--- src/rtl/alpha_reader_if.sv ---
// Signal bundle between the alpha-blend pixel reader, its job controller,
// the image memory and the blend consumer.
interface alpha_reader_if;
  logic        alpha_en;
  logic [15:0] src_base;
  logic [15:0] dst_base;
  logic [15:0] num_pixels;
  logic        pixel_ready;
  logic [31:0] mem_rdata;
  logic        mem_rvalid;
  logic        mem_read;
  logic [15:0] mem_addr;
  logic [31:0] src_pixel;
  logic [31:0] dst_pixel;
  logic        pixel_done;
  logic        read_done;

  modport slave (
    input  alpha_en, src_base, dst_base, num_pixels, pixel_ready,
           mem_rdata, mem_rvalid,
    output mem_read, mem_addr, src_pixel, dst_pixel, pixel_done, read_done
  );

  modport master (
    output alpha_en, src_base, dst_base, num_pixels, pixel_ready,
           mem_rdata, mem_rvalid,
    input  mem_read, mem_addr, src_pixel, dst_pixel, pixel_done, read_done
  );
endinterface

--- src/rtl/alpha_reader.sv ---
// Fetches source/destination RGBA pixel pairs one word at a time and hands
// each pair to the blend controller; one memory read outstanding at most.
module alpha_reader (
  input  logic          clk,
  input  logic          n_rst,
  alpha_reader_if.slave bus
);

  typedef enum logic [2:0] {
    IDLE, REQ_SRC, WAIT_SRC, REQ_DST, WAIT_DST, PRESENT, DONE
  } state_t;

  state_t      r_state;
  state_t      w_next;
  logic [15:0] r_src_base;
  logic [15:0] r_dst_base;
  logic [15:0] r_num;
  logic [15:0] r_idx;
  logic [31:0] r_src_pix;
  logic [31:0] r_dst_pix;

  logic        w_latch;
  logic        w_cap_src;
  logic        w_cap_dst;
  logic        w_adv;
  logic        w_mem_read;
  logic        w_pixel_done;
  logic        w_read_done;
  logic [15:0] w_addr;
  logic [15:0] w_idx_inc;

  assign w_idx_inc = r_idx + 16'd1;

  always_ff @(posedge clk or negedge n_rst) begin
    if (!n_rst) r_state <= IDLE;
    else        r_state <= w_next;
  end

  // Dropping alpha_en anywhere mid-job aborts before any other action.
  always_comb begin
    w_next       = r_state;
    w_latch      = 1'b0;
    w_cap_src    = 1'b0;
    w_cap_dst    = 1'b0;
    w_adv        = 1'b0;
    w_mem_read   = 1'b0;
    w_pixel_done = 1'b0;
    w_read_done  = 1'b0;
    w_addr       = 16'd0;
    case (r_state)
      IDLE: begin
        if (bus.alpha_en) begin
          w_latch = 1'b1;
          w_next  = (bus.num_pixels == 16'd0) ? DONE : REQ_SRC;
        end
      end
      REQ_SRC: begin
        w_addr = r_src_base + r_idx;
        if (!bus.alpha_en) w_next = IDLE;
        else begin
          w_mem_read = 1'b1;
          w_next     = WAIT_SRC;
        end
      end
      WAIT_SRC: begin
        w_addr = r_src_base + r_idx;
        if (!bus.alpha_en) w_next = IDLE;
        else if (bus.mem_rvalid) begin
          w_cap_src = 1'b1;
          w_next    = REQ_DST;
        end
      end
      REQ_DST: begin
        w_addr = r_dst_base + r_idx;
        if (!bus.alpha_en) w_next = IDLE;
        else begin
          w_mem_read = 1'b1;
          w_next     = WAIT_DST;
        end
      end
      WAIT_DST: begin
        w_addr = r_dst_base + r_idx;
        if (!bus.alpha_en) w_next = IDLE;
        else if (bus.mem_rvalid) begin
          w_cap_dst = 1'b1;
          w_next    = PRESENT;
        end
      end
      PRESENT: begin
        if (!bus.alpha_en) w_next = IDLE;
        else if (bus.pixel_ready) begin
          w_pixel_done = 1'b1;
          w_adv        = 1'b1;
          w_next       = (w_idx_inc == r_num) ? DONE : REQ_SRC;
        end
      end
      DONE: begin
        w_read_done = 1'b1;
        if (!bus.alpha_en) w_next = IDLE;
      end
      default: w_next = IDLE;
    endcase
  end

  // Job parameters are captured once so mid-job input changes are invisible.
  always_ff @(posedge clk or negedge n_rst) begin
    if (!n_rst) begin
      r_src_base <= 16'd0;
      r_dst_base <= 16'd0;
      r_num      <= 16'd0;
      r_idx      <= 16'd0;
    end else if (w_latch) begin
      r_src_base <= bus.src_base;
      r_dst_base <= bus.dst_base;
      r_num      <= bus.num_pixels;
      r_idx      <= 16'd0;
    end else if (w_adv) begin
      r_idx      <= w_idx_inc;
    end
  end

  always_ff @(posedge clk or negedge n_rst) begin
    if (!n_rst) begin
      r_src_pix <= 32'd0;
      r_dst_pix <= 32'd0;
    end else begin
      if (w_cap_src) r_src_pix <= bus.mem_rdata;
      if (w_cap_dst) r_dst_pix <= bus.mem_rdata;
    end
  end

  assign bus.mem_read   = w_mem_read;
  assign bus.mem_addr   = w_addr;
  assign bus.src_pixel  = r_src_pix;
  assign bus.dst_pixel  = r_dst_pix;
  assign bus.pixel_done = w_pixel_done;
  assign bus.read_done  = w_read_done;

endmodule

--- src/flat_wrapper.sv ---
// flat-port wrapper written by rule: the top's interface ports become plain ports
module alpha_reader_flat 
  (clk, n_rst, bus_alpha_en, bus_src_base, bus_dst_base, bus_num_pixels, bus_pixel_ready, bus_mem_rdata, bus_mem_rvalid, bus_mem_read, bus_mem_addr, bus_src_pixel, bus_dst_pixel, bus_pixel_done, bus_read_done);
  alpha_reader_if bus_i ();
  input  logic clk;
  input  logic n_rst;
  input wire logic [$bits(bus_i.alpha_en)-1:0] bus_alpha_en;
  input wire logic [$bits(bus_i.src_base)-1:0] bus_src_base;
  input wire logic [$bits(bus_i.dst_base)-1:0] bus_dst_base;
  input wire logic [$bits(bus_i.num_pixels)-1:0] bus_num_pixels;
  input wire logic [$bits(bus_i.pixel_ready)-1:0] bus_pixel_ready;
  input wire logic [$bits(bus_i.mem_rdata)-1:0] bus_mem_rdata;
  input wire logic [$bits(bus_i.mem_rvalid)-1:0] bus_mem_rvalid;
  output wire logic [$bits(bus_i.mem_read)-1:0] bus_mem_read;
  output wire logic [$bits(bus_i.mem_addr)-1:0] bus_mem_addr;
  output wire logic [$bits(bus_i.src_pixel)-1:0] bus_src_pixel;
  output wire logic [$bits(bus_i.dst_pixel)-1:0] bus_dst_pixel;
  output wire logic [$bits(bus_i.pixel_done)-1:0] bus_pixel_done;
  output wire logic [$bits(bus_i.read_done)-1:0] bus_read_done;
  assign bus_i.alpha_en = bus_alpha_en;
  assign bus_i.src_base = bus_src_base;
  assign bus_i.dst_base = bus_dst_base;
  assign bus_i.num_pixels = bus_num_pixels;
  assign bus_i.pixel_ready = bus_pixel_ready;
  assign bus_i.mem_rdata = bus_mem_rdata;
  assign bus_i.mem_rvalid = bus_mem_rvalid;
  assign bus_mem_read = bus_i.mem_read;
  assign bus_mem_addr = bus_i.mem_addr;
  assign bus_src_pixel = bus_i.src_pixel;
  assign bus_dst_pixel = bus_i.dst_pixel;
  assign bus_pixel_done = bus_i.pixel_done;
  assign bus_read_done = bus_i.read_done;
  alpha_reader u_core (.clk(clk), .n_rst(n_rst), .bus(bus_i));
endmodule
--- config.mk ---
export PLATFORM = sky130hd
export DESIGN_NAME = alpha_reader_flat
export DESIGN_NICKNAME = d
export VERILOG_FILES = /design/src/rtl/alpha_reader_if.sv /design/src/rtl/alpha_reader.sv /design/src/flat_wrapper.sv
export SDC_FILE = /design/constraint.sdc
export NUM_CORES = 1
export LEC_CHECK = 0
export BUFFER_PORTS_ARGS = -buffer_cell sky130_fd_sc_hd__buf_2
export CAP_MARGIN = 20
export CORE_UTILIZATION = 55
export CTS_BUF_LIST = sky130_fd_sc_hd__clkbuf_4
export DETAILED_ROUTE_END_ITERATION = 6
export PLACE_DENSITY = 0.81
export SLEW_MARGIN = 20
export SYNTH_ARGS = -nofsm -noshare
export SYNTH_HDL_FRONTEND = slang
export SYNTH_SLANG_ARGS = --single-unit
--- constraint.sdc ---
create_clock -name clk -period 9 [get_ports clk]
set_input_delay 0.9 -clock clk [delete_from_list [all_inputs] [get_ports clk]]
set_output_delay 0.9 -clock clk [all_outputs]
set_load 0.02 [all_outputs]
# After elaboration in Yosys (flattened, before gate mapping)
# Index checks and enable logic that the tools add are counted.
# word_totals
in_bits	85
register_bits	131
out_inout_bits	83
elab_cells	56
# classes
reduce_logical	7
n_eq_ne	12
addsub	3
muxes	27
# op_table
cell	n
$mux 3	11
$add 16x16->16	2
$mux 16	2
$pmux 16 s2	1
$pmux 3 s7	1
$add 16x1->16 const B	1
$eq 16x16->1	1
$logic_not 16->1	1
$mux 1	11
$eq 3x3->1 const B	3
$ne 3x3->1 const B	3
$eq 3x2->1 const B	2
$reduce_or 2->1	3
$reduce_and 5->1	1
$ne 2x2->1 const B	2
$eq 3x1->1 const B	1
$logic_not 3->1	1
$mux 2	1
$reduce_bool 2->1	1

# Logic depth before layout (Yosys ltp)
# depth
word_depth	6
depth_mapped	14
depth_no_buf	12

# Worst setup path before layout
# No wires, ideal clock.
# synth_timing
path_kind	reg-to-output
startpoint	register u_core.r_state[1]
endpoint	output bus_mem_addr[15]
n_path_buf	2
stages_incl_launch_ff	13
slack_ns	4.799
required_time_ns	8.100
arrival_ns	3.301
path_cell_list	dfrtp_1 buf_2 and2b_1 a21oi_2 buf_2 mux2_2 ha_1 a21o_1 a21oi_1 a311oi_1 or4_1 o2111ai_1 a21bo_2
# synth_via
elab_chain_len	3
elab_cells_between_ends	7
cone_classes	eq/ne (4); mux (1); reduce/logical (2)
# synth_lines
element	line_no	text
start, declared	alpha_reader.sv:13	state_t r_state;
start signal, assigned	alpha_reader.sv:36	else r_state <= w_next;
$eq 3x2->1, or another cell as far along	alpha_reader.sv:50	case (r_state)
$reduce_or 2->1 (no source line)	n/a	
$pmux 16 s2 *	alpha_reader.sv:50	
end, declared	flat_wrapper.sv:15	output wire logic [$bits(bus_i.mem_addr)-1:0] bus_mem_addr;
# Every way passes the cells marked *; elsewhere a longest branch is shown, timed or not.

# Final worst setup path
# layout_timing
startpoint	register u_core.r_state[2]
endpoint	output bus_mem_addr[10]
# The elaborated chain is that of the path after synthesis.

==> flow_summary.yaml <==
logic_synthesis:
  synthTopCellsByArea: "dfrtp_1 49%, mux2_2 13%, nand2_1 9.5%, ha_1 3.0%, xnor2_1 2.8%"
  synth_cell_types: 53
  synth_area_leader_cell: "dfrtp_1"
  syn_area_um2: 6650
  syn_area_per_cell_um2: 10.0
  ys_seq_area_share_pct: 49.3
  syn_inst: 662
  ys_async_sr_fraction_pct: 100
  synth_top_area_share_pct: 49.3
  synth_edf_count: 0
  synthTopCellsByCount: "169 x nand2_1, 131 x dfrtp_1, 79 x mux2_2, 43 x nor2_1, 32 x o21ai_0"
  yosys_warnings: 0
  synth-seq-cells: 131
  synthFlopType: "dfrtp_1"
  synthMostInstantiatedCell: "nand2_1"
  syn-num-nets: 764
power:
  vdd.ir_drop.worst_mv: 0.296
  p_leak_nw: 4.13
  power_mw: 2.66
  p_per_area_nw_per_um2: 338
global_route:
  grt_antenna_before_repair: 0
  grt_pass1_vias: 5807
  grt_first_pass_wirelength_mm: 28.0
  grt_usage_pct: 28.8
  grt_max_degree: 74
  grt_overflow_total: 0
clock_tree:
  cts_buffers: 17
  ctsResizeCount: 0
  clockBufferDepth: 2
  clkTransAtPathRegs_ps: 120
  clkSinkCount: 131
  cts_tree: "built"
  clock_latency_ps: 530
  hold_buffers: 0
  htreeDepth: 4
  cts-root-buf: "clkbuf_4"
  postCtsSetupBuffers: 0
layout:
  fin_nets: 930
  drive_above_1_share_pct: 34.6
  syn_to_final_growth_pct: 18.6
  antenna_cells: 0
floorplanning:
  core_area_um2: 11600
  dieArea_um2: 12500
  start_util_pct: 57.2
  row_count: 39
  io_pins: 168
  dieWidth_um: 112
  die_h_um: 112
timing:
  slew_headroom_pct: 27.1
  finClkSkew_ps: 18.1
  tightest_slew_ps: 1090
  final-setup-viol-count: 0
  rsz0062_at_grt: "no"
  fmax_mhz: 176
  setup_tns_ps: 0
  maxSlewViolCount: 0
  period_share_pct: 63.0
  hold_viol: 0
  period_minus_slack_ps: 5670
routing:
  drt-vias-per-instance: 5.65
  vias: 5555
  wl_mm: 17.0
  dr.pass1.iters: 7
  drt_iter0_drc: 287
  wl_per_cell_um: 17.3
  drtAntennaViolNets: 0
  drc_errors: 6
flow_run:
  maxCapViolCount: 0
run_status:
  status: "complete, but fails checks"
  violations: "design-rule violations"
worst_setup_path:
  slowest_delay_ps: 780
  critPathMaxFanout: 16
  end_kind: "primary output"
  critPathSlowestCell: "a21oi_2"
  startpoint_type: "flip-flop"
  crit_buf_inv: 2
  required_ps: 8100
  worstPathArrival_ps: 4770
  crit_type: "reg -> out"
  crit_family: "compound AO/OA/AOI/OAI gates"
  path_cells: "and3b_1 -> a21oi_2 -> mux2_2 -> ha_1 -> inv_1 -> fa_1 -> nor2b_1 -> o21ai_0 -> o221ai_1 -> a21oi_1 -> or4_1 -> nand3_1 -> buf_2"
placed_design:
  portBuffers: 167
  gp_congestion: 0.953
  dp_hpwl_mm: 12.5
min_path:
  hp-class: "in -> async"
[worst paths after layout]
check,from,to,slack (ps),cells past startpoint
min reg2reg,u_core.r_dst_base[8],u_core.r_dst_base[8],490,2
max,u_core.r_state[2],bus_mem_addr[10],3330,13
max reg2reg,u_core.r_state[2],u_core.r_idx[11],6070,6
min,n_rst,u_core.r_num[3],400,1
max in group asynchronous,n_rst,u_core.r_src_base[6],7130,2
min in group clk,u_core.r_dst_base[8],u_core.r_dst_base[8],490,2
[through the flow]
step                      util (%)  setup WS [ps]  area [um2]  hold WS [ps]  std cells
after floorplan                  -           4800        6650           440        662
after CTS                     67.9           3310        7880           397        983
after global placement        65.5           4180        7610           459        952
after global routing          67.9           3000        7880           401        983
final                         67.9           3330        7880           401        983
after detailed placement      65.5           3930        7610           465        952
[worst reg2reg max path: cells and delay by family, from the launching register on]
family          cells  cell delay (ps)
simple gates        3             1120
flops               1              700
compound gates      2              460
buf+inv             1              540
[registers in the layout, summed over array words and instances (netlist names)]
name and count:
u_core.bus.src_pixel 32, u_core.r_state 3, u_core.r_dst_base 16, u_core.r_num 16, u_core.bus.dst_pixel 32, u_core.r_idx 16
u_core.r_src_base 16
[per-layer routing]
metal	up-vias	global-route usage, %	routed length [um]
met5	-	0	0
met3	22	8.55	1210
met4	0	9.10	275
met1	2710	34.1	6790
met2	215	50.3	8750
li1	2608	-	-
[power by group]
part	internal, mW	leakage, nW	switching [mW]
Combinational	0.504	2.31	0.769
Clock	0.166	0.144	0.221
Sequential	0.839	1.68	0.162
[area by class of cell]
cell class	count	area, um2
Sequential cell	131	3280
Clock buffer	18	135
Tap cell	143	179
Multi-Input combinational cell	493	3230
Fill cell	935	3730
Inverter	12	45.0
Clock inverter	13	136
Timing Repair Buffer	173	883
[cell usage in the layout (no fill, tap or decap), drive strengths merged, types with 6 or more instances in the layout]
cell type / n
a21o: 6
nor3: 8
xor2: 18
inv: 14
nand4: 9
a21oi: 12
mux2: 79
nand2: 169
nor4: 9
nand3: 11
o21ai: 32
nor2: 43
xnor2: 21
ha: 16
dfrtp: 131
clkinv: 7
clkbuf: 18
buf: 173
[logic make-up after synthesis]
family / count (synthesis) / synth area share (%)
multiplexers: 81 / 13.7
flip-flops: 131 / 49.3
AND/OR/NAND/NOR: 276 / 18.4
XOR/XNOR: 39 / 5.14
buffers and inverters: 38 / 2.35
adder cells (fa/ha/maj): 17 / 3.31
AO/OA/AOI/OAI: 80 / 7.78
No activity file was read; power rests on OpenSTA's default activity.
